**src/rtl/systolic_pkg.sv**
```systemverilog
`default_nettype none
// ============================================================================
// systolic_pkg : shared types and helpers for the systolic result drain
// Revision 1.0
// ============================================================================
package systolic_pkg;

    typedef enum logic [2:0] {
        IDLE_S    = 3'b001,
        CAPTURE_S = 3'b010,
        DRAIN_S   = 3'b100
    } drain_state_e;

    function automatic int idx_width(input int n);
        return (n <= 1) ? 1 : $clog2(n);
    endfunction

endpackage
`default_nettype wire

```
**src/rtl/drain_counter.sv**
```systemverilog
`default_nettype none
// ============================================================================
// drain_counter : saturating element counter with terminal-count flag at N-1
// Revision 1.0
// ============================================================================
module drain_counter #(
    parameter int N_P  = 4,
    parameter int CW_P = 2
) (
    input  logic            clk_i,
    input  logic            reset_ni,
    input  logic            en_i,
    input  logic            inc_i,
    input  logic            clr_i,
    output logic [CW_P-1:0] count_o,
    output logic            tc_o
);

    logic [CW_P-1:0] count_q;
    logic [CW_P-1:0] count_d;

    assign tc_o    = (count_q == CW_P'(N_P - 1));
    assign count_o = count_q;

    // Saturates at N-1 so the index can never leave the valid element range.
    always_comb begin
        count_d = count_q;
        if (en_i) begin
            if (clr_i) begin
                count_d = '0;
            end else if (inc_i && !tc_o) begin
                count_d = count_q + CW_P'(1);
            end
        end
    end

    always_ff @(posedge clk_i or negedge reset_ni) begin
        if (!reset_ni) begin
            count_q <= '0;
        end else begin
            count_q <= count_d;
        end
    end

endmodule
`default_nettype wire

```
**src/rtl/systolic_result_drain.sv**
```systemverilog
`default_nettype none
// ============================================================================
// systolic_result_drain : snapshots all MAC results, streams them row-major
// Revision 1.0
// ============================================================================
module systolic_result_drain
    import systolic_pkg::*;
#(
    parameter int width_p        = 32,
    parameter int array_width_p  = 2,
    parameter int array_height_p = 2
) (
    input  logic                                                      clk_i,
    input  logic                                                      reset_ni,
    input  logic                                                      en_i,
    input  logic [width_p*array_width_p*array_height_p-1:0]           z_i,
    input  logic [array_width_p*array_height_p-1:0]                   z_valid_i,
    output logic [array_width_p*array_height_p-1:0]                   z_yumi_o,
    output logic                                                      valid_o,
    input  logic                                                      yumi_i,
    output logic [width_p-1:0]                                        data_o,
    output logic [idx_width(array_width_p*array_height_p)-1:0]        index_o,
    output logic                                                      last_o
);

    localparam int N  = array_width_p * array_height_p;
    localparam int IW = idx_width(N);

    drain_state_e state_q;
    drain_state_e state_d;

    logic [IW-1:0]      count_q;
    logic               tc;
    logic               cnt_inc;
    logic               cnt_clr;
    logic [width_p-1:0] snap_q [N];
    logic [width_p-1:0] data_mux;

    always_comb begin
        state_d = state_q;
        cnt_inc = 1'b0;
        cnt_clr = 1'b0;
        unique case (state_q)
            IDLE_S: begin
                if (&z_valid_i) begin
                    state_d = CAPTURE_S;
                end
            end
            CAPTURE_S: begin
                state_d = DRAIN_S;
                cnt_clr = 1'b1;
            end
            DRAIN_S: begin
                if (yumi_i) begin
                    if (tc) begin
                        state_d = IDLE_S;
                        cnt_clr = 1'b1;
                    end else begin
                        cnt_inc = 1'b1;
                    end
                end
            end
            default: state_d = IDLE_S;
        endcase
    end

    always_ff @(posedge clk_i or negedge reset_ni) begin
        if (!reset_ni) begin
            state_q <= IDLE_S;
        end else if (en_i) begin
            state_q <= state_d;
        end
    end

    drain_counter #(
        .N_P  (N),
        .CW_P (IW)
    ) u_counter (
        .clk_i    (clk_i),
        .reset_ni (reset_ni),
        .en_i     (en_i),
        .inc_i    (cnt_inc),
        .clr_i    (cnt_clr),
        .count_o  (count_q),
        .tc_o     (tc)
    );

    // The array holds its results until acked, so the one-cycle capture is safe.
    for (genvar k = 0; k < N; k++) begin : g_snap
        always_ff @(posedge clk_i or negedge reset_ni) begin
            if (!reset_ni) begin
                snap_q[k] <= '0;
            end else if (en_i && (state_q == CAPTURE_S)) begin
                snap_q[k] <= z_i[k*width_p +: width_p];
            end
        end
    end

    always_comb begin
        data_mux = '0;
        for (int k = 0; k < N; k++) begin
            if (count_q == IW'(k)) begin
                data_mux = snap_q[k];
            end
        end
    end

    assign z_yumi_o = {N{(state_q == CAPTURE_S) && en_i}};
    assign valid_o  = (state_q == DRAIN_S);
    assign data_o   = data_mux;
    assign index_o  = count_q;
    assign last_o   = valid_o && tc;

endmodule
`default_nettype wire

```
**config.mk**
```make
export PLATFORM = sky130hd
export DESIGN_NAME = systolic_result_drain
export DESIGN_NICKNAME = d
export VERILOG_FILES = /design/src/rtl/systolic_pkg.sv /design/src/rtl/drain_counter.sv /design/src/rtl/systolic_result_drain.sv
export SDC_FILE = /design/constraint.sdc
export NUM_CORES = 1
export LEC_CHECK = 0
export CAP_MARGIN = 20
export CORE_MARGIN = 2
export CORE_UTILIZATION = 40
export DETAILED_ROUTE_END_ITERATION = 10
export PLACE_DENSITY = 0.76
export SKIP_CTS_REPAIR_TIMING = 1
export SYNTH_ARGS = -nofsm -noshare
export SYNTH_HDL_FRONTEND = slang
export SYNTH_HIERARCHICAL = 1
export SYNTH_SLANG_ARGS = --single-unit
export TNS_END_PERCENT = 1
```
**constraint.sdc**
```tcl
create_clock -name clk_i -period 2.71 [get_ports clk_i]
set_input_delay 0.271 -clock clk_i [delete_from_list [all_inputs] [get_ports clk_i]]
set_output_delay 0.271 -clock clk_i [all_outputs]
set_load 0.05 [all_outputs]
```
# Word-level counts from Yosys, hierarchy flattened
# Cells that the tools add are included.
# op_classes
eq_ne	9
n_mux	16
reduce_logical	9
n_addsub	1
# ops
op	n
$mux 32	4
$mux 3	3
$pmux 3 s3	1
$reduce_and 4->1	2
$mux 1	5
$eq 2x2->1 const B	2
$mux 2	2
$ne 2x1->1 const B	2
$eq 3x1->1 const B	1
$eq 3x2->1 const B	1
$eq 3x3->1 const B	1
$logic_and 1x1->1	3
$add 2x1->2 const B	1
$eq 2x1->1 const B	1
$logic_not 2->1	1
$ne 2x2->1 const B	1
$pmux 1 s2	1
$reduce_and 2->1	1
$reduce_bool 2->1	1
$logic_not 1->1	1
# word_totals
output_inout_bits	40
input_bits	136
reg_bits	133

# Logic depth before layout (Yosys ltp)
# Gate-level depths: netlist (run 1).
# logic_depth
ltp_word	7
mapped_depth	5
mapped_depth_nobuf	5

# By module
# The synthesis (run 1) kept the hierarchy.
# by_module_without_submodules
module	area_each_um2	cells_per_inst	seq_area_each_um2	n_inst
systolic_result_drain	5749.3	334	3279.4	1
drain_counter	121.4	12	50.0	1

# Worst setup path before layout (run 1)
# No wires, ideal clock.
# synth_timing
path_kind	register to output
from	register u_counter.count_q[0] (netlist: u_counter/count_o[0])
to	output data_o[10]
t_arrival_ns	1.908
stages_incl_launch_ff	4
path_slack_ns	0.531
required_time_ns	2.439
cell_sequence	dfrtp_1 -> buf_2 -> buf_2 -> mux4_2
# synth_via
elab_chain_cells	5
elab_cells_between_ends	8
cone_classes	eq/ne: 3; mux: 4; reduce/logical: 1
# synth_lines
element	line	rtl
start, declared	drain_counter.sv:19	logic [CW_P-1:0] count_q;
start signal, assigned	drain_counter.sv:41	count_q <= count_d;
$logic_not 2->1	systolic_result_drain.sv:102	if (count_q == IW'(k)) begin
$mux 32 (3 in a row)	systolic_result_drain.sv:102	
$mux 32 *	systolic_result_drain.sv:102	
end, declared	systolic_result_drain.sv:21	output logic [width_p-1:0] data_o,
# Every way passes the cells marked *; elsewhere a longest branch is shown, timed or not.

# Worst setup path in the final report (run 1)
# layout_timing
from	register u_counter.count_q[0] (netlist: u_counter/count_o[0])
to	output data_o[27]
# The elaborated chain is that of the path after synthesis.

==> report_table.html, run 1 <==
<table>
<tr><th>Metric</th><th>Value</th></tr>
<tr><th colspan="2">STA</th></tr>
<tr><td>Clk_skew</td><td>0.00607 ns</td></tr>
<tr><td>Crit path setup slack, layout</td><td>0.177 ns</td></tr>
<tr><td>Max Freq</td><td>0.395 GHz</td></tr>
<tr><td>Final hold violation count</td><td>0</td></tr>
<tr><td>Post-route fraction of the period consumed by the critical path</td><td>0.935</td></tr>
<tr><td>Number of pins with negative max-slew slack in the final report</td><td>0</td></tr>
<tr><td>Finish-stage setup viols</td><td>0</td></tr>
<tr><td>Setup TNS after final layout</td><td>0 ns</td></tr>
<tr><td>Slew at the pin closest to its max-slew limit</td><td>0.694 ns</td></tr>
<tr><td>Setup repair after global routing missed its margin</td><td>false</td></tr>
<tr><td>Slew Limit Headroom</td><td>0.537</td></tr>
<tr><td>Post-layout minimum cycle time</td><td>2.53 ns</td></tr>
<tr><th colspan="2">Clock network</th></tr>
<tr><td>Clock root buffer master</td><td>sky130_fd_sc_hd__clkbuf_16</td></tr>
<tr><td>Number of clock buffers inserted by TritonCTS</td><td>17</td></tr>
<tr><td>Worst-Skew Late Latency</td><td>0.41 ns</td></tr>
<tr><td>Number of buffers on the longest clock path</td><td>2</td></tr>
<tr><td>Clock transition at the register clock pins on the worst setup and hold paths after CTS</td><td>0.06 ns</td></tr>
<tr><td>Level count of the clock H-tree</td><td>4</td></tr>
<tr><td>Clock tree from TritonCTS</td><td>yes</td></tr>
<tr><td>Clock net sink count</td><td>133</td></tr>
<tr><th colspan="2">Min path</th></tr>
<tr><td>Path class of the lowest-slack min-delay path</td><td>primary input to flop</td></tr>
<tr><td>Hold Crit Depth</td><td>2</td></tr>
<tr><td>Hold path endpoint</td><td>snap_q[16]$_DFFE_PN0P_</td></tr>
<tr><td>Startpoint of the tightest hold check path</td><td>z_i[112]</td></tr>
<tr><th colspan="2">Logic synthesis</th></tr>
<tr><td>Avg Synthesized Cell Area</td><td>17.0 um^2</td></tr>
<tr><td>EDFF count, synth</td><td>0</td></tr>
<tr><td>Post-synthesis async set-or-reset flop share</td><td>1.00</td></tr>
<tr><td>Number of nets in the synthesized netlist</td><td>483</td></tr>
<tr><td>Number of distinct library cells after synthesis</td><td>28</td></tr>
<tr><td>Netlist Area Pre-Place</td><td>5870 um^2</td></tr>
<tr><td>Ys flop type</td><td>sky130_fd_sc_hd__dfrtp_1</td></tr>
<tr><td>Synthesis-stage register bit count</td><td>133</td></tr>
<tr><td>Gate count of the mapped netlist</td><td>346</td></tr>
<tr><td>Syn. warnings</td><td>6</td></tr>
<tr><td>Post-synthesis sequential area ratio</td><td>0.567</td></tr>
<tr><th colspan="2">Floorplan</th></tr>
<tr><td>Row count</td><td>44</td></tr>
<tr><td>Initial standard-cell utilization of the core</td><td>0.407</td></tr>
<tr><td>Height of the chip</td><td>125 um</td></tr>
<tr><td>Die area</td><td>15700 um^2</td></tr>
<tr><td>Horiz. Die Dim</td><td>125 um</td></tr>
<tr><td>Number of ports placed on the die boundary</td><td>176</td></tr>
<tr><td>Core outline area</td><td>14400 um^2</td></tr>
<tr><th colspan="2">Cells and area</th></tr>
<tr><td>Filler cell count in the final layout</td><td>1127</td></tr>
<tr><td>Area occupied by multi-input gates</td><td>2340 um^2</td></tr>
<tr><td>Proportion of layout cells with a drive suffix above 1</td><td>0.257</td></tr>
<tr><td>Nets</td><td>662</td></tr>
<tr><td>Signed area change from the synthesized netlist to the final layout</td><td>42.0%</td></tr>
<tr><td>Finished Core Util</td><td>0.578</td></tr>
<tr><td>Finished layout cell area</td><td>8330 um^2</td></tr>
<tr><td>Sequential cell area</td><td>3330 um^2</td></tr>
<tr><td>Number of diodes added for antenna fixing</td><td>0</td></tr>
<tr><td>Commonest cells after routing, fill and taps aside</td><td>sky130_fd_sc_hd__clkdlybuf4s50_1 (137), sky130_fd_sc_hd__dfrtp_1 (130), sky130_fd_sc_hd__mux2_1 (100)</td></tr>
<tr><td>Commonest non-fill, non-tap cell in the layout</td><td>sky130_fd_sc_hd__clkdlybuf4s50_1</td></tr>
<tr><th colspan="2">Routing</th></tr>
<tr><td>Iter 0 DRT Violations</td><td>167</td></tr>
<tr><td>First drt pass iteration count</td><td>4</td></tr>
<tr><td>Total via count in the routed design</td><td>3634</td></tr>
<tr><td>Overall routed net length</td><td>12400 um</td></tr>
<tr><td>Residual DRC count</td><td>0</td></tr>
<tr><td>Detailed-route wire length per cell</td><td>17.2 um</td></tr>
<tr><td>Via density per instance</td><td>5.03</td></tr>
<tr><td>Number of nets with antenna violations after routing</td><td>0</td></tr>
<tr><th colspan="2">Global route</th></tr>
<tr><td>Maximum number of pins on one net before global-route repair</td><td>72</td></tr>
<tr><td>Total gr overflow</td><td>0</td></tr>
<tr><td>Number of antenna violations at the first check in global routing</td><td>0</td></tr>
<tr><td>Global-route wire length before repair</td><td>21100 um</td></tr>
<tr><td>Total global-route track usage</td><td>0.172</td></tr>
<tr><td>Vias in the first global route</td><td>4062</td></tr>
<tr><th colspan="2">Setup path</th></tr>
<tr><td>R2r endpoint</td><td>u_counter/count_o[0]$_DFFE_PN0P_</td></tr>
<tr><td>Top fanout value on the critical path</td><td>20</td></tr>
<tr><td>Startpoint of the worst-slack reg-to-reg timing path</td><td>u_counter/count_o[0]$_DFFE_PN0P_</td></tr>
<tr><td>Cell type of the slowest stage on the worst timing path</td><td>sky130_fd_sc_hd__dfrtp_2</td></tr>
<tr><td>Start-to-end type of the worst setup path</td><td>flop to primary output</td></tr>
<tr><td>Launching element of the worst setup path</td><td>u_counter/count_o[0]$_DFFE_PN0P_</td></tr>
<tr><td>Kind of capture point of the worst setup path</td><td>primary output</td></tr>
<tr><td>Stage delay of the slowest cell on the critical path</td><td>0.81 ns</td></tr>
<tr><td>Kind of start point of the critical path</td><td>flop</td></tr>
<tr><td>Crit path arrival time</td><td>2.26 ns</td></tr>
<tr><td>Crit path cell chain</td><td>buf_12 -&gt; mux4_2 -&gt; buf_4</td></tr>
<tr><td>Count of cells along the worst register-to-register path</td><td>5</td></tr>
<tr><td>Worst endpoint required time</td><td>2.44 ns</td></tr>
<tr><td>Worst R2R Setup Slack</td><td>0.71 ns</td></tr>
<tr><th colspan="2">Pwr</th></tr>
<tr><td>Reported leakage power</td><td>3.80 nW</td></tr>
<tr><td>Power per cell area</td><td>583 nW/um^2</td></tr>
<tr><td>Worst IR Drop VDD</td><td>0.431 mV</td></tr>
<tr><th colspan="2">Outcome</th></tr>
<tr><td>Result of the run</td><td>finished, final reports clean</td></tr>
<tr><th colspan="2">Placement</th></tr>
<tr><td>Buffers on Ports</td><td>175</td></tr>
<tr><td>Weighted congestion reported at the end of routability-driven placement</td><td>0.757</td></tr>
<tr><td>Post-detailed-placement half-perimeter wirelength</td><td>8940 um</td></tr>
<tr><td>Placed instance area</td><td>7750 um^2</td></tr>
<tr><td>Pre-CTS setup slack</td><td>0.475 ns</td></tr>
<tr><th colspan="2">Run</th></tr>
<tr><td>Max-cap violation count</td><td>0</td></tr>
</table>
-- power breakdown --
part / switching, mW / internal [mW]
logic: 0.217 / 0.308
registers: 0.0481 / 2.09
clock network: 0.805 / 1.39
-- area by class of cell --
type | instances | share of cell area
well taps | 184 | 0.0276
inverters | 4 | 0.00180
clock inverters | 9 | 0.0123
multi-input cells | 185 | 0.281
repair buffers | 184 | 0.221
flip-flops and latches | 133 | 0.400
clock buffers | 23 | 0.0561
-- routing by layer --
metal,routed length [um],track usage,part of all wire
met1,5260,0.218,0.42
met2,6160,0.275,0.50
met3,877,0.0663,0.071
met4,113,0.0523,0.0091
met5,0,0,0
-- flip-flops by register name, indices dropped and copies added (netlist names) --
| name | flops |
|---|---|
| state_q | 3 |
| snap_q | 128 |
| u_counter/count_o | 2 |
-- through the flow --
| step | total power, mW | std cells | hold slack [ns] |
|---|---|---|---|
| 6_report | 4.86 | 722 | 0.450 |
| 3_5_place_dp | 2.70 | 689 | 0.325 |
| 4_1_cts | 4.93 | 721 | -0.118 |
| 3_3_place_gp | 2.68 | 689 | 0.314 |
| 2_1_floorplan | 2.38 | 346 | -0.0246 |
| 5_1_grt | 5.07 | 722 | 0.447 |
-- worst max-delay path: cells and delay by family, from the launching register on --
| family | cells | cell delay [ns] |
|---|---|---|
| buffers and inverters | 2 | 0.50 |
| multiplexers | 1 | 0.53 |
| flip-flops | 1 | 0.81 |
-- kinds of logic after synthesis --
kind of cell    synth area share
mux                        0.368
flops                      0.567
buf+inv                   0.0347
simple gates              0.0171
compound gates            0.0107
fa+ha+maj                0.00213
-- cell usage after synthesis (2+ instances only) --
master | number | area, um^2
sky130_fd_sc_hd__dfrtp_1 | 132 | 3300
sky130_fd_sc_hd__mux2_1 | 100 | 1130
sky130_fd_sc_hd__mux4_2 | 32 | 721
sky130_fd_sc_hd__mux2_2 | 28 | 315
sky130_fd_sc_hd__buf_6 | 10 | 113
sky130_fd_sc_hd__buf_2 | 7 | 35.0
sky130_fd_sc_hd__a21oi_1 | 4 | 20.0
sky130_fd_sc_hd__buf_4 | 4 | 30.0
sky130_fd_sc_hd__inv_1 | 4 | 15.0
sky130_fd_sc_hd__nand2b_1 | 3 | 18.8
sky130_fd_sc_hd__a21o_1 | 2 | 15.0
sky130_fd_sc_hd__and2_1 | 2 | 12.5
sky130_fd_sc_hd__clkbuf_1 | 2 | 7.51
sky130_fd_sc_hd__o22ai_1 | 2 | 12.5
-- worst max-delay path by stage --
stage                                    to  slack [ns]  cells after the start
floorplan                        data_o[10]        0.53                      3
global placement    snap_q[103]$_DFFE_PN0P_        0.50                      5
detailed placement  snap_q[101]$_DFFE_PN0P_        0.47                      5
CTS                              data_o[25]        0.09                      3
global route                     data_o[25]       0.007                      3
finish                           data_o[27]        0.18                      3
(Power assumes the default switching activity.)
==> inputs of run 2 (changes only) <==
- CORE_UTILIZATION: 40 -> 35
- PLACE_DENSITY: 0.76 -> 0.68
==> run 2 against run 1 <==
Utilization shrank 7.1 points. Count of clock-buffer cells in the layout shrank 2. Flip-flop and latch count is the same. Worst setup slack gained 0.13 ns. First-iteration DRC count shrank 36%. Via count is essentially flat. Routed wire length grew 4.4%. Total power shrank 1.7%. Critical endpoint is now data_o[25]. Highest routed layer unchanged.
==> report_table.html, run 2 (synthesized netlist as in run 1, its figures left out) <==
<table>
<tr><th>Metric</th><th>Value</th></tr>
<tr><th colspan="2">Global route</th></tr>
<tr><td>Met1 Usage GRT</td><td>0.189 (-0.0287)</td></tr>
<tr><td>Routing usage on met2</td><td>0.251 (-0.0247)</td></tr>
<tr><td>GR Layer Usage met3</td><td>0.0533 (-0.0131)</td></tr>
<tr><td>Maximum number of pins on one net before global-route repair</td><td>72 (unchanged)</td></tr>
<tr><td>Total global-route track usage</td><td>0.153 (-0.0188)</td></tr>
<tr><td>Number of antenna violations at the first check in global routing</td><td>0 (unchanged)</td></tr>
<tr><td>Total gr overflow</td><td>0 (unchanged)</td></tr>
<tr><td>Global-route layer with the greatest usage</td><td>met2</td></tr>
<tr><td>Global-route wire length before repair</td><td>21100 um (about the same)</td></tr>
<tr><td>Vias in the first global route</td><td>4116 (+1.3%)</td></tr>
<tr><th colspan="2">Setup path</th></tr>
<tr><td>Stage delay of the slowest cell on the critical path</td><td>0.76 ns (-0.05 ns)</td></tr>
<tr><td>Startpoint of the worst-slack reg-to-reg timing path</td><td>u_counter/count_o[0]$_DFFE_PN0P_</td></tr>
<tr><td>Crit path arrival time</td><td>2.13 ns (-0.13 ns)</td></tr>
<tr><td>R2r endpoint</td><td>u_counter/count_o[1]$_DFFE_PN0P_</td></tr>
<tr><td>Crit path cell chain</td><td>buf_4 -&gt; mux4_2 -&gt; buf_4</td></tr>
<tr><td>Count of cells along the worst register-to-register path</td><td>6 (+1)</td></tr>
<tr><td>Cell with the most instances on the worst path</td><td>sky130_fd_sc_hd__buf_4</td></tr>
<tr><td>Worst endpoint required time</td><td>2.44 ns (about the same)</td></tr>
<tr><td>Kind of capture point of the worst setup path</td><td>primary output</td></tr>
<tr><td>Worst R2R Setup Slack</td><td>0.55 ns (-0.16 ns)</td></tr>
<tr><td>Top fanout value on the critical path</td><td>22 (+10%)</td></tr>
<tr><td>Kind of start point of the critical path</td><td>flop</td></tr>
<tr><td>Start-to-end type of the worst setup path</td><td>flop to primary output</td></tr>
<tr><td>Cell type of the slowest stage on the worst timing path</td><td>sky130_fd_sc_hd__dfrtp_2</td></tr>
<tr><th colspan="2">STA</th></tr>
<tr><td>Final hold violation count</td><td>0 (unchanged)</td></tr>
<tr><td>Number of pins with negative max-slew slack in the final report</td><td>0 (unchanged)</td></tr>
<tr><td>Worst slack on hold paths</td><td>0.404 ns (-0.0465 ns)</td></tr>
<tr><td>Slew Limit Headroom</td><td>0.588 (+0.0511)</td></tr>
<tr><td>Max Freq</td><td>0.417 GHz (+5.5%)</td></tr>
<tr><td>Setup TNS after final layout</td><td>0 ns (unchanged)</td></tr>
<tr><td>Finish-stage setup viols</td><td>0 (unchanged)</td></tr>
<tr><td>Slew at the pin closest to its max-slew limit</td><td>0.618 ns (-0.0766 ns)</td></tr>
<tr><td>Post-layout minimum cycle time</td><td>2.40 ns (-0.133 ns)</td></tr>
<tr><td>Setup repair after global routing missed its margin</td><td>false</td></tr>
<tr><td>Clk_skew</td><td>0.0103 ns (+0.00420 ns)</td></tr>
<tr><td>Post-route fraction of the period consumed by the critical path</td><td>0.886 (-0.0491)</td></tr>
<tr><th colspan="2">Pwr</th></tr>
<tr><td>Portion of total power attributed to sequential cells</td><td>0.447 (+0.008)</td></tr>
<tr><td>Clk pwr share</td><td>0.442 (-0.011)</td></tr>
<tr><td>Switching pwr</td><td>1.09 mW (+1.9%)</td></tr>
<tr><td>Reported leakage power</td><td>3.79 nW (-0.36%)</td></tr>
<tr><td>Switching power as a share of total power</td><td>0.228 (+0.00808)</td></tr>
<tr><td>Total internal power</td><td>3.69 mW (-2.7%)</td></tr>
<tr><td>Power per cell area</td><td>572 nW/um^2 (-1.8%)</td></tr>
<tr><td>Final Power</td><td>4.78 mW (-1.7%)</td></tr>
<tr><td>Combinational share of power</td><td>0.111 (+0.003)</td></tr>
<tr><td>Worst IR Drop VDD</td><td>0.402 mV (-6.7%)</td></tr>
<tr><th colspan="2">Clock network</th></tr>
<tr><td>Worst-Skew Late Latency</td><td>0.41 ns (about the same)</td></tr>
<tr><td>Level count of the clock H-tree</td><td>4 (unchanged)</td></tr>
<tr><td>Clock transition at the register clock pins on the worst setup and hold paths after CTS</td><td>0.06 ns (about the same)</td></tr>
<tr><td>Clock net sink count</td><td>133 (unchanged)</td></tr>
<tr><td>Clock root buffer master</td><td>sky130_fd_sc_hd__clkbuf_16</td></tr>
<tr><td>Clock tree from TritonCTS</td><td>yes</td></tr>
<tr><td>Number of clock buffers inserted by TritonCTS</td><td>17 (unchanged)</td></tr>
<tr><td>Number of buffers on the longest clock path</td><td>2 (unchanged)</td></tr>
<tr><th colspan="2">Floorplan</th></tr>
<tr><td>Horiz. Die Dim</td><td>134 um (+6.7%)</td></tr>
<tr><td>Number of ports placed on the die boundary</td><td>176 (unchanged)</td></tr>
<tr><td>Initial standard-cell utilization of the core</td><td>0.357 (-0.0505)</td></tr>
<tr><td>Height of the chip</td><td>134 um (+6.7%)</td></tr>
<tr><td>Row count</td><td>47 (+6.8%)</td></tr>
<tr><td>Die area</td><td>17800 um^2 (+14%)</td></tr>
<tr><td>Core outline area</td><td>16500 um^2 (+14%)</td></tr>
<tr><th colspan="2">Min path</th></tr>
<tr><td>Path class of the lowest-slack min-delay path</td><td>primary input to asynchronous set/reset pin</td></tr>
<tr><th colspan="2">Placement</th></tr>
<tr><td>Buffers on Ports</td><td>175 (unchanged)</td></tr>
<tr><td>Weighted congestion reported at the end of routability-driven placement</td><td>0.770 (+1.7%)</td></tr>
<tr><td>Post-detailed-placement half-perimeter wirelength</td><td>9150 um (+2.4%)</td></tr>
<tr><th colspan="2">Cells and area</th></tr>
<tr><td>Commonest cells after routing, fill and taps aside</td><td>sky130_fd_sc_hd__clkdlybuf4s50_1 (137), sky130_fd_sc_hd__dfrtp_1 (130), sky130_fd_sc_hd__mux2_1 (100)</td></tr>
<tr><td>Flip-flop count of the largest register after layout</td><td>128 (unchanged)</td></tr>
<tr><td>Number of diodes added for antenna fixing</td><td>0 (unchanged)</td></tr>
<tr><td>Signed area change from the synthesized netlist to the final layout</td><td>42.2%</td></tr>
<tr><td>Commonest non-fill, non-tap cell in the layout</td><td>sky130_fd_sc_hd__clkdlybuf4s50_1</td></tr>
<tr><td>Filler cell count in the final layout</td><td>1427 (+27%)</td></tr>
<tr><td>Finished Core Util</td><td>0.507 (-0.0709)</td></tr>
<tr><td>Proportion of layout cells with a drive suffix above 1</td><td>0.257 (+0.000957)</td></tr>
<tr><td>Largest register by flop count</td><td>snap_q</td></tr>
<tr><td>Nets</td><td>661 (-0.15%)</td></tr>
<tr><th colspan="2">Routing</th></tr>
<tr><td>Residual DRC count</td><td>0 (unchanged)</td></tr>
<tr><td>Iter 0 DRT Violations</td><td>107 (-36%)</td></tr>
<tr><td>First drt pass iteration count</td><td>4 (unchanged)</td></tr>
<tr><td>Total via count in the routed design</td><td>3631 (-0.083%)</td></tr>
<tr><td>Number of nets with antenna violations after routing</td><td>0 (unchanged)</td></tr>
<tr><td>Detailed-route wire length per cell</td><td>17.1 um (-0.32%)</td></tr>
<tr><td>Via density per instance</td><td>4.80 (-4.6%)</td></tr>
<tr><td>Overall routed net length</td><td>13000 um (+4.4%)</td></tr>
<tr><th colspan="2">Run</th></tr>
<tr><td>Max-cap violation count</td><td>0 (unchanged)</td></tr>
<tr><th colspan="2">Outcome</th></tr>
<tr><td>Result of the run</td><td>finished, final reports clean</td></tr>
</table>
-- run 2: changes by cell type in the layout (fill, tap and decap cells not counted) --
| cell | delta |
|---|---|
| sky130_fd_sc_hd__clkbuf_1 | -2 |
| sky130_fd_sc_hd__bufinv_16 | -1 |
| sky130_fd_sc_hd__dfrtp_2 | -1 |
| sky130_fd_sc_hd__buf_4 | -1 |
| sky130_fd_sc_hd__dfrtp_4 | +1 |
| sky130_fd_sc_hd__clkinv_2 | +2 |
-- run 2: metal layers --
layer  vias to the layer above  share of wire  wire length, um
met5                         -              0                0
li1                       1646              -                -
met2                       118           0.50             6480
met3                        11          0.069              897
met1                      1856           0.42             5410
met4                         0          0.012              159
-- run 2: worst max-delay path by stage --
stage                     depth (start not counted)                               end  slack [ns]                              from
after global placement                            3                         data_o[1]        0.51  u_counter/count_o[0]$_DFFE_PN0P_
after global routing                              3                         data_o[1]        0.17  u_counter/count_o[0]$_DFFE_PN0P_
after floorplan                                   3                        data_o[10]        0.53  u_counter/count_o[0]$_DFFE_PN0P_
after detailed placement                          6  u_counter/count_o[1]$_DFFE_PN0P_        0.46  u_counter/count_o[0]$_DFFE_PN0P_
final                                             3                        data_o[25]        0.31  u_counter/count_o[1]$_DFFE_PN0P_
after CTS                                         3                         data_o[1]        0.06  u_counter/count_o[0]$_DFFE_PN0P_
-- run 2: metrics by stage --
stage	setup slack (ns)	cells	instance area [um^2]
CTS	0.0571	755	8330
global route	0.170	756	8350
detailed placement	0.458	724	7790
finish	0.310	756	8350
global placement	0.508	724	7790
floorplan	0.531	346	5870
-- run 2: worst max-delay path: cells and delay by family, from the launching register on --
family / cells / cell delay [ns]
buf+inv: 2 / 0.59
mux: 1 / 0.36
flops: 1 / 0.76
-- run 2: area by class of cell --
class                   instances  area [um^2]  area share
clock inverters                10         82.6     0.00989
well taps                     220          275      0.0330
inverters                       4         15.0     0.00180
flip-flops and latches        133         3330       0.399
clock buffers                  21          460      0.0552
repair buffers                183         1840       0.220
multi-input cells             185         2340       0.281
-- run 2: power by group through the flow --
| stage | Sequential, mW | Clock (mW) | Combinational (mW) |
|---|---|---|---|
| after floorplan | 2.15 | 0 | 0.229 |
| after global placement | 2.16 | 0 | 0.526 |
| after detailed placement | 2.17 | 0 | 0.535 |
| after CTS | 2.14 | 2.17 | 0.537 |
| after global routing | 2.15 | 2.26 | 0.566 |
| final | 2.14 | 2.11 | 0.528 |
==> variant: new RTL, settings of run 2 <==
Register the inputs `en_i`, `z_i`, `z_valid_i` and `yumi_i` before use, without a reset. The logic sees them one clock later.
--- a/src/rtl/systolic_result_drain.sv
+++ b/src/rtl/systolic_result_drain.sv
@@ -26,6 +26,18 @@
     localparam int N  = array_width_p * array_height_p;
     localparam int IW = idx_width(N);
 
+    logic en_q;
+    logic [width_p*array_width_p*array_height_p-1:0] z_q;
+    logic [array_width_p*array_height_p-1:0] z_valid_q;
+    logic yumi_q;
+
+    always_ff @(posedge clk_i) begin
+        en_q      <= en_i;
+        z_q       <= z_i;
+        z_valid_q <= z_valid_i;
+        yumi_q    <= yumi_i;
+    end
+
     drain_state_e state_q;
     drain_state_e state_d;
 
@@ -42,7 +54,7 @@
         cnt_clr = 1'b0;
         unique case (state_q)
             IDLE_S: begin
-                if (&z_valid_i) begin
+                if (&z_valid_q) begin
                     state_d = CAPTURE_S;
                 end
             end
@@ -51,7 +63,7 @@
                 cnt_clr = 1'b1;
             end
             DRAIN_S: begin
-                if (yumi_i) begin
+                if (yumi_q) begin
                     if (tc) begin
                         state_d = IDLE_S;
                         cnt_clr = 1'b1;
@@ -67,7 +79,7 @@
     always_ff @(posedge clk_i or negedge reset_ni) begin
         if (!reset_ni) begin
             state_q <= IDLE_S;
-        end else if (en_i) begin
+        end else if (en_q) begin
             state_q <= state_d;
         end
     end
@@ -78,7 +90,7 @@
     ) u_counter (
         .clk_i    (clk_i),
         .reset_ni (reset_ni),
-        .en_i     (en_i),
+        .en_i     (en_q),
         .inc_i    (cnt_inc),
         .clr_i    (cnt_clr),
         .count_o  (count_q),
@@ -90,8 +102,8 @@
         always_ff @(posedge clk_i or negedge reset_ni) begin
             if (!reset_ni) begin
                 snap_q[k] <= '0;
-            end else if (en_i && (state_q == CAPTURE_S)) begin
-                snap_q[k] <= z_i[k*width_p +: width_p];
+            end else if (en_q && (state_q == CAPTURE_S)) begin
+                snap_q[k] <= z_q[k*width_p +: width_p];
             end
         end
     end
@@ -105,7 +117,7 @@
         end
     end
 
-    assign z_yumi_o = {N{(state_q == CAPTURE_S) && en_i}};
+    assign z_yumi_o = {N{(state_q == CAPTURE_S) && en_q}};
     assign valid_o  = (state_q == DRAIN_S);
     assign data_o   = data_mux;
     assign index_o  = count_q;
Formal check against the unedited RTL: not equivalent (Yosys sat finds a counterexample within 4 cycles, from zero or initial values and one cycle with reset_ni low).
==> variant against run 2 <==
Synthesized area rose by 54%; synthesized cell count up 38%; final area increased by 45%; total power grew 83%; sequential cell count up 134; routed wire length up 38%; highest routed layer unchanged; setup slack worse by 0.12 ns; first-iteration DRC count up 94%.
==> variant: results (changes against run 2) <==
Unique masters post-synth -> 30 (+7.1%)
Worst r2r path cells -> 5 (-1)
Clock latency on the worst-skew pair -> 0.53 ns (+0.12 ns)
Worst Path Arrival -> 2.25 ns (+0.12 ns)
Slowest CP cell -> dfrtp_4
GPL Wtd Cong -> 0.768 (-0.29%)
Wl on met1 -> 7.67 mm (+42%)
Placed Instances -> 974 (+35%)
GRT Util Overall -> 13.2% (-2.1 points)
Leakage -> 0.00556 uW (+47%)
Most instantiated cells after synthesis -> dfxtp_1 (134), dfrtp_1 (132), mux2_4 (100)
Share of layout cells above drive strength 1 -> 36.2% (+10 points)
Nets -> 812 (+23%)
Hold WC Path Type -> input port to flop
Layout Skew -> 0.00918 ns (-0.00109 ns)
Worst VDD drop -> 0.574 mV (+43%)
CTS buffer count -> 28 (+11)
First-pass GRT wire length -> 28.0 mm (+33%)
Post-DP HPWL -> 11.8 mm (+29%)
Worst path max stage delay -> 0.63 ns (-0.13 ns)
Seq/Total Area, Yosys -> 66.4% (+9.6 points)
Met3 wire len -> 968 um (+7.9%)
Fillers -> 2145 (+50%)
Worst R2R Setup Slack -> 0.73 ns (+0.18 ns)
Met2 Wirelength -> 8.74 mm (+35%)
Drt via density -> 4.51 (-6.2%)
Initial drt markers -> 208 (+94%)
FF-to-FF End -> snap_q[9]
Vias in the first global route -> 5213 (+27%)
DRT Wirelength -> 17.8 mm (+38%)
# diodes -> 0 (unchanged)
Initial antenna violation count -> 0 (unchanged)
Slew of the pin with the lowest slew margin -> 0.576 ns (-0.0421 ns)
WL per Instance -> 17.4 um (+1.4%)
Async S/R FF share, synth -> 49.8% (-50 points)
Status -> finished, final reports clean
Max clock buf depth -> 3 (+1)
Max FO, Critical Path -> 16 (-27%)
RR Startpoint -> en_q
Net Count, Synth -> 616 (+28%)
Synth area leaders -> dfrtp_1 (36%), dfxtp_1 (30%), mux2_4 (17%)
Post-Syn Instances -> 479 (+38%)
-- variant: final cells by class --
type / count / area share [%]
Clock inverter: 10 / 0.891
Clock buffer: 42 / 7.00
Tap cell: 330 / 3.42
Timing Repair Buffer: 190 / 16.1
Multi-Input combinational cell: 185 / 22.6
Inverter: 3 / 0.0933
Sequential cell: 267 / 49.8
-- variant: stage by stage --
stage               hold slack [ns]  TNS [ns]  setup WS [ns]  total power [uW]  cell area (um2)
finish                        0.183         0          0.192              8760            12100
global route                  0.156         0         0.0626              9110            12100
CTS                          -0.271     -3.04         -0.176              8910            12000
detailed placement            0.300         0          0.408              5020            11100
global placement              0.289         0          0.433              5000            11100
floorplan                   -0.0246         0          0.531              4650             9060
-- variant: kinds of logic after synthesis --
logic type / synth area share [%]
DFF: 66.4
muxes: 28.1
buffers and inverters: 3.48
and+or+nand+nor: 1.23
AOI/OAI and AO/OA: 0.677
adders and majority gates: 0.138
-- variant: layer usage --
metal,global-route usage (%),up-vias
met3,2.94,27
met5,0,-
li1,-,2098
met4,3.95,0
met1,17.0,2355
met2,22.2,149
-- variant: worst max-delay path by stage --
stage / from / end / cells past startpoint
finish: u_counter/count_o[0] / data_o[4] / 3
global route: u_counter/count_o[0] / data_o[3] / 3
detailed placement: u_counter/count_o[0] / data_o[24] / 2
floorplan: u_counter/count_o[0] / data_o[10] / 3
global placement: u_counter/count_o[0] / data_o[1] / 2
CTS: u_counter/count_o[0] / data_o[1] / 2
-- variant: power breakdown --
group          switching [uW]  internal [uW]  total, uW  leakage [uW]
clock                    1490           2340       3830      0.000463
combinational             256            404        660       0.00214
sequential                104           4170       4280       0.00296
